===== src/rtl/rle_run_decoder.sv =====
// Run-length decoder: expands NUM_RUNS captured run lengths into an alternating
// one-bit symbol stream, one symbol per enabled cycle.
module rle_run_decoder #(
  parameter int unsigned RUN_W    = 11,
  parameter int unsigned NUM_RUNS = 3,
  parameter int unsigned IDX_W    = 2
) (
  input  logic                      CLK,
  input  logic                      RESET_N,
  input  logic [NUM_RUNS*RUN_W-1:0] runs,
  input  logic                      new_im,
  input  logic                      first_sym,
  input  logic                      enable,
  output logic                      sym,
  output logic                      sym_valid,
  output logic [IDX_W-1:0]          run_idx,
  output logic                      done,
  output logic                      busy
);

  // Run table is sized to the full index space so idx never selects past it.
  localparam int unsigned DEPTH = 2 ** IDX_W;

  typedef enum logic [1:0] {
    IDLE = 2'd0,
    RUN  = 2'd1,
    DONE = 2'd2
  } state_t;

  state_t             state;
  logic [RUN_W-1:0]   run_q [DEPTH];
  logic [IDX_W-1:0]   idx;
  logic [RUN_W-1:0]   cnt;
  logic               cur_sym;

  logic [RUN_W-1:0]   cur_run;
  logic               zero_run;
  logic               run_end;
  logic               last_run;
  logic               advance;

  assign cur_run  = run_q[idx];
  assign zero_run = (cur_run == '0);
  assign run_end  = (RUN_W'(cnt + RUN_W'(1)) == cur_run);
  assign last_run = (idx == IDX_W'(NUM_RUNS - 1));
  // A zero-length run still consumes one enabled cycle so the symbol flips.
  assign advance  = enable & (zero_run | run_end);

  assign run_idx  = idx;

  always_ff @(posedge CLK or negedge RESET_N) begin
    if (!RESET_N) begin
      state     <= IDLE;
      idx       <= '0;
      cnt       <= '0;
      cur_sym   <= 1'b0;
      sym       <= 1'b0;
      sym_valid <= 1'b0;
      done      <= 1'b0;
      busy      <= 1'b0;
      for (int k = 0; k < int'(DEPTH); k++) begin
        run_q[k] <= '0;
      end
    end else if (new_im) begin
      for (int k = 0; k < int'(NUM_RUNS); k++) begin
        run_q[k] <= runs[k*RUN_W +: RUN_W];
      end
      for (int k = int'(NUM_RUNS); k < int'(DEPTH); k++) begin
        run_q[k] <= '0;
      end
      state     <= RUN;
      idx       <= '0;
      cnt       <= '0;
      cur_sym   <= first_sym;
      sym_valid <= 1'b0;
      done      <= 1'b0;
      busy      <= 1'b1;
    end else begin
      sym_valid <= 1'b0;
      case (state)
        RUN: begin
          if (enable && !zero_run) begin
            sym       <= cur_sym;
            sym_valid <= 1'b1;
            if (!run_end) begin
              cnt <= cnt + RUN_W'(1);
            end
          end
          if (advance) begin
            cnt     <= '0;
            idx     <= idx + IDX_W'(1);
            cur_sym <= ~cur_sym;
            if (last_run) begin
              state <= DONE;
              done  <= 1'b1;
              busy  <= 1'b0;
            end
          end
        end
        IDLE, DONE: begin
          state <= state;
        end
        default: begin
          state <= IDLE;
          done  <= 1'b0;
          busy  <= 1'b0;
        end
      endcase
    end
  end

endmodule


===== config.mk =====
export PLATFORM = sky130hd
export DESIGN_NAME = rle_run_decoder
export DESIGN_NICKNAME = d
export VERILOG_FILES = /design/src/rtl/rle_run_decoder.sv
export SDC_FILE = /design/constraint.sdc
export NUM_CORES = 1
export LEC_CHECK = 0
export BUFFER_PORTS_ARGS = -buffer_cell sky130_fd_sc_hd__clkbuf_2
export CELL_PAD_IN_SITES_DETAIL_PLACEMENT = 1
export CELL_PAD_IN_SITES_GLOBAL_PLACEMENT = 2
export CORE_MARGIN = 10
export CORE_UTILIZATION = 35
export DETAILED_ROUTE_END_ITERATION = 10
export GPL_ROUTABILITY_DRIVEN = 0
export PLACE_DENSITY_LB_ADDON = 0.05
export RECOVER_POWER = 25
export SYNTH_ARGS = -nofsm -noshare
export SYNTH_HDL_FRONTEND = slang
export SYNTH_SLANG_ARGS = --single-unit

===== constraint.sdc =====
create_clock -name CLK -period 7.7 [get_ports CLK]
set_input_delay 1.155 -clock CLK [delete_from_list [all_inputs] [get_ports CLK]]
set_output_delay 1.155 -clock CLK [all_outputs]
set_load 0.02 [all_outputs]

==> results.json, run 1 <==
{
  "drive_gt1_frac": 0.276,
  "synth-warning-count": 0,
  "drv_cap": 1,
  "period_minus_slack_ps": 3540,
  "reg2reg_from": "run_idx[1]",
  "dp_hpwl_um": 6820,
  "holdPathStages": 1,
  "r2r_cells": 8,
  "drt-initial-drc-count": 114,
  "hold_violations": 0,
  "wl_per_cell_um": 20.1,
  "via_per_inst": 5.50,
  "ys.flop_type": "dfrtp_1",
  "post_cts_buffers": 0,
  "htreeDepth": 2,
  "grt_pass1_wl_um": 15200,
  "regToRegEndpoint": "state[0]",
  "cts_root_buf": "clkbuf_8",
  "r2r_setup_slack_ps": 4160,
  "timing_worst_slew_pin_value_ps": 2810,
  "drtPass1Iterations": 5,
  "syn-cell-area_sq_um": 3170,
  "cts.clk_slew.worst_paths_ps": 110,
  "rsz0062_at_grt": "false",
  "slew_viol_final": 52,
  "crit_path_cell_trace": "and2b_1 -> o2bb2ai_1 -> nor4b_1 -> o31ai_1 -> a2111oi_1 -> nand3_1 -> nand2_1 -> a41oi_1",
  "postRouteWirelength_um": 9100,
  "ys_async_sr_fraction": 1.00,
  "synthDistinctLibCells": 69,
  "finClkSkew_ps": 8.27,
  "synth-edff-count": 0,
  "cp_num_buf_inv": 0,
  "die_w_um": 115,
  "path_delay_family": "simple AND/OR/NAND/NOR gates",
  "power_density_nw_per_um2": 170,
  "synth_nets": 353,
  "violations": "max-capacitance violations, max-slew violations",
  "grt.total_usage": 0.141,
  "clk_path_buf_depth": 2,
  "min_from": "run_q[21]",
  "whs_ps": 517,
  "grt_max_degree": 52,
  "synth-seq-cells": 51,
  "slowest_stage": "dfrtp_1",
  "grt_pass1_vias": 2783,
  "drc": 0,
  "antenna_found_initial": 0,
  "final_antenna_net_count": 0,
  "cts-buffers-inserted": 5,
  "syn_inst": 313,
  "fmax_ghz": 0.282,
  "fin_nets": 383,
  "hp-class": "flip-flop to flip-flop",
  "status": "finished, violations left",
  "cts_sinks": 51,
  "worstSkewPairLatency_ps": 310,
  "ir_drop_uv": 82.3,
  "grt.overflow.total": 0,
  "syn_area_per_cell_sq_um": 10.1,
  "cts_tree": "yes",
  "finalSetupViolations": 0,
  "io_buffer_count": 43,
  "via_count": 2486,
  "critPathRequiredTime_ps": 7880,
  "cts-hold-fix-buffers": 0,
  "synth.yosys.seq_area_share": 0.403,
  "fin_tns_setup_ps": 0,
  "io_pins": 44,
  "rows": 34,
  "crit_fanout": 26,
  "core_area_sq_um": 8760,
  "path_class": "flip-flop to flip-flop",
  "min_to": "run_q[21]",
  "area_growth_pct": 10.7,
  "fillers": 1000,
  "dieArea_sq_um": 13300,
  "start_kind": "flip-flop",
  "leakage_nw": 1.44,
  "finalCritPeriodShare": 0.460,
  "cts.repair.resized": 0,
  "die_h_um": 115,
  "diodes": 0,
  "worstPathArrival_ps": 3730,
  "cp_slowest_stage_delay_ps": 980,
  "initial_core_util": 0.362,
  "maxSlewHeadroom": -0.875,
  "end_kind": "flip-flop"
}
-- layout by cell type (no fill, tap or decap), types with 3 or more instances in the layout --
master / synthesis / final
nor4_1: 3 / 3
nor2b_1: 3 / 3
a2bb2oi_1: 4 / 4
nor2_1: 15 / 15
clkbuf_2: 1 / 43
mux2_2: 35 / 35
and3_1: 5 / 5
inv_1: 7 / 7
nand3b_1: 9 / 9
dfrtp_1: 51 / 51
xor2_1: 3 / 3
xnor2_1: 12 / 12
nor3_1: 6 / 6
a21oi_1: 9 / 9
mux2i_1: 14 / 14
clkbuf_8: 0 / 5
nand3_1: 22 / 22
o21ai_1: 6 / 6
o21ai_0: 3 / 3
o211ai_1: 7 / 7
nand2_1: 25 / 25
-- cell type report --
class,count,area [sq um],share of cell area
Multi-Input combinational cell,233,1730,0.494
Inverter,7,26.3,0.00749
Clock inverter,3,43.8,0.0125
Tap cell,108,135,0.0385
Timing Repair Buffer,45,226,0.0645
Sequential cell,51,1280,0.364
Clock buffer,5,68.8,0.0196
-- cell usage after synthesis (2+ instances only) --
cell type / n / area share
buf_6: 3 / 0.011
nand3b_1: 9 / 0.021
a32oi_1: 2 / 0.0055
nand2_1: 25 / 0.030
o2bb2ai_1: 2 / 0.0055
nand3_1: 22 / 0.035
and2_1: 2 / 0.0039
ha_1: 2 / 0.0079
nor3_1: 6 / 0.0095
inv_1: 7 / 0.0083
buf_8: 2 / 0.0095
a211oi_1: 2 / 0.0047
nor4_1: 3 / 0.0059
nand4_1: 2 / 0.0039
nor2b_1: 3 / 0.0059
xor2_1: 3 / 0.0083
o21ai_0: 3 / 0.0047
a2bb2oi_1: 4 / 0.011
a41oi_1: 2 / 0.0055
buf_2: 2 / 0.0032
and3_1: 5 / 0.0099
o211ai_1: 7 / 0.017
a21oi_1: 9 / 0.014
a221oi_1: 2 / 0.0055
mux2_2: 35 / 0.12
clkbuf_1: 12 / 0.014
dfrtp_1: 51 / 0.40
o21ai_1: 6 / 0.0095
mux2i_1: 14 / 0.044
nor3b_1: 2 / 0.0047
nor2_1: 15 / 0.018
xnor2_1: 12 / 0.033
-- routing by layer --
layer,track usage,up-vias,wire [um]
met4,0.0281,0,55
met3,0.0292,5,256
met5,0,-,0
met1,0.190,1236,4550
li1,-,1216,-
met2,0.227,29,4240
-- power breakdown --
part,switching [W],internal (W)
clock,0.0000996,0.0000971
combinational,0.0000499,0.0000453
sequential,0.0000174,0.000289
total,0.000167,0.000431
-- stage by stage --
stage	area (sq um)	power, W	std cells	setup WS [ps]	util
floorplan	3170	0.000369	313	5000	-
global placement	3400	0.000406	444	4180	0.388
detailed placement	3400	0.000408	444	4120	0.388
CTS	3510	0.000607	452	4090	0.401
global route	3510	0.000627	452	3620	0.400
finish	3510	0.000598	452	4160	0.400
-- worst max path at each step --
stage,start,endpoint,slack (ps),cells after the start
after floorplan,run_idx[1],cnt[4],5000,11
after global placement,run_idx[1],cnt[5],4180,8
after detailed placement,run_idx[1],cnt[8],4120,8
after CTS,run_idx[1],cnt[8],4090,8
after global routing,RESET_N,run_q[11],3620,2
final,run_idx[1],state[0],4160,8
-- registers in the layout, indices dropped and copies added, names as in the netlist --
register / cells
sym_valid: 1
run_idx: 2
run_q: 33
sym: 1
done: 1
state: 1
cur_sym: 1
cnt: 11
-- cells by family after synthesis --
family                     after synthesis  synth area share
xor gates and xnor gates                15            0.0414
adders and majority gates                2           0.00789
AOI/OAI and AO/OA                       58             0.136
buffers and inverters                   29            0.0509
muxes                                   50             0.172
and+or+nand+nor                        108             0.189
DFF                                     51             0.403
No activity file was read; power rests on OpenSTA's default activity.
==> inputs of run 2 (changes only) <==
- CORE_UTILIZATION: 35 -> 33
- clock period: 7.7 -> 2.87 ns (I/O delays scaled with it)
==> run 2 against run 1 <==
The flow now finishes without violations. Combinational power grew to 3.0 times the previous value. Sequential share of layout area shrank 2.8 points. Sequential cell count is the same. Design area grew 8.4%. Maximum frequency grew 32%. Critical path depth grew 2. Critical path type unchanged. Largest cell class unchanged.
==> results.json, run 2 (synthesis results as in run 1) <==
{
  "status": "complete, no violations",
  "grt.overflow.total": 0,
  "fin_ws_ps": 179,
  "power_density_nw_per_um2": 408,
  "period_minus_slack_ps": 2690,
  "grt_pass1_vias": 2966,
  "cts_tree": "yes",
  "grt_max_degree": 35,
  "crit_fanout": 12,
  "dp_hpwl_um": 7300,
  "initial_core_util": 0.342,
  "grt.total_usage": 0.136,
  "grt_use_met1": 0.172,
  "drtPass1Iterations": 4,
  "cts-buffers-inserted": 5,
  "top_register": "run_q",
  "cts.clk_slew.worst_paths_ps": 120,
  "area_growth_pct": 20.0,
  "cts_sinks": 51,
  "antenna_found_initial": 0,
  "final_common_cell": "dfrtp_1",
  "clk_path_buf_depth": 2,
  "fin_area_sq_um": 3810,
  "min_from": "runs[2]",
  "hold_violations": 0,
  "fin_tns_setup_ps": 0,
  "start_kind": "flip-flop",
  "reg2reg_from": "run_idx[1]",
  "die_h_um": 118,
  "met2_usage": 0.226,
  "die_w_um": 118,
  "via_count": 2671,
  "cp_slowest_stage_delay_ps": 510,
  "finClkSkew_ps": 21.5,
  "fin_nets": 413,
  "final_cell_mix": "49 x dfrtp_1, 43 x clkbuf_2, 35 x mux2_2",
  "whs_ps": 343,
  "rows": 35,
  "wl_per_cell_um": 18.5,
  "via_per_inst": 5.31,
  "rsz0062_at_grt": "false",
  "dp.cells": 495,
  "cts_root_buf": "clkbuf_8",
  "io_pins": 44,
  "path_class": "flip-flop to flip-flop",
  "drt-initial-drc-count": 99,
  "cts-hold-fix-buffers": 0,
  "finalCritPeriodShare": 0.938,
  "slew_viol_final": 0,
  "critPathRequiredTime_ps": 3050,
  "drive_gt1_frac": 0.366,
  "final_antenna_net_count": 0,
  "hp-class": "input pin to flip-flop",
  "leakage_nw": 1.59,
  "fin_cells": 503,
  "postRouteWirelength_um": 9320,
  "timing_worst_slew_pin_value_ps": 1270,
  "grt_pass1_wl_um": 15600,
  "gr-max-usage-layer": "met2",
  "placedInstanceArea_sq_um": 3660,
  "dieArea_sq_um": 13900,
  "htreeDepth": 2,
  "io_buffer_count": 43,
  "drv_cap": 0,
  "cp-startpoint": "run_idx[1]",
  "drc": 0,
  "maxSlewHeadroom": 0.155,
  "slowest_stage": "or4bb_1",
  "ir_drop_uv": 185,
  "diodes": 0,
  "use_met3": 0.0355,
  "end_kind": "flip-flop",
  "pre_cts_ws_ps": -40.8,
  "worstSkewPairLatency_ps": 320,
  "core_area_sq_um": 9280,
  "largest_reg_flops": 33,
  "fmax_ghz": 0.372,
  "crit_path_cell_trace": "buf_4 -> mux2i_1 -> o211ai_1 -> nor2_1 -> or4bb_1 -> nor4_2 -> nand3_1 -> buf_4 -> nand2_1 -> o211ai_1",
  "worstPathArrival_ps": 2870,
  "finalSetupViolations": 0
}
## run 2: layer usage
| layer | vias up | wire (um) |
|---|---|---|
| met5 | - | 0 |
| met4 | 0 | 91 |
| met3 | 7 | 398 |
| met2 | 37 | 4570 |
| met1 | 1344 | 4260 |
| li1 | 1283 | - |
## run 2: repair_timing
| action | CTS | global route |
|---|---|---|
| setup buffers | 0 | 0 |
| gates resized for setup | 4 | 11 |
| setup endpoints to repair | 9 | 16 |
## run 2: worst max-delay path, delay by kind of cell, from the launching register on
kind | cells | cell delay (ps)
AO/OA/AOI/OAI | 2 | 340
AND/OR/NAND/NOR | 5 | 1140
buffers and inverters | 2 | 400
flip-flops | 1 | 480
multiplexers | 1 | 180
## run 2: final timing paths
kind | endpoint | slack (ps) | cells past startpoint
max | cnt[6] | 180 | 10
min | run_q[35] | 340 | 2
max reg2reg | cnt[6] | 180 | 10
min reg2reg | run_q[30] | 520 | 1
max in group asynchronous | run_idx[1] | 1060 | 2
min in group asynchronous | cnt[7] | 360 | 1
## run 2: stage by stage
stage          total power, W   util
2_1_floorplan        0.000991      -
6_report              0.00155  0.410
3_3_place_gp          0.00111  0.395
3_5_place_dp          0.00112  0.395
5_1_grt               0.00165  0.410
4_1_cts               0.00158  0.406
## run 2: area by class of cell
class,count,area (sq um)
Sequential cell,51,1280
Tap cell,129,161
Timing Repair Buffer,75,464
Multi-Input combinational cell,233,1780
Clock buffer,5,68.8
Inverter,7,26.3
Clock inverter,3,22.5
Fill cell,1093,5480
## run 2: report_power, final
group / switching [W] / total, W / internal [W]
clock network: 0.000273 / 0.000449 / 0.000176
logic: 0.000144 / 0.000286 / 0.000141
registers: 0.0000446 / 0.000819 / 0.000774
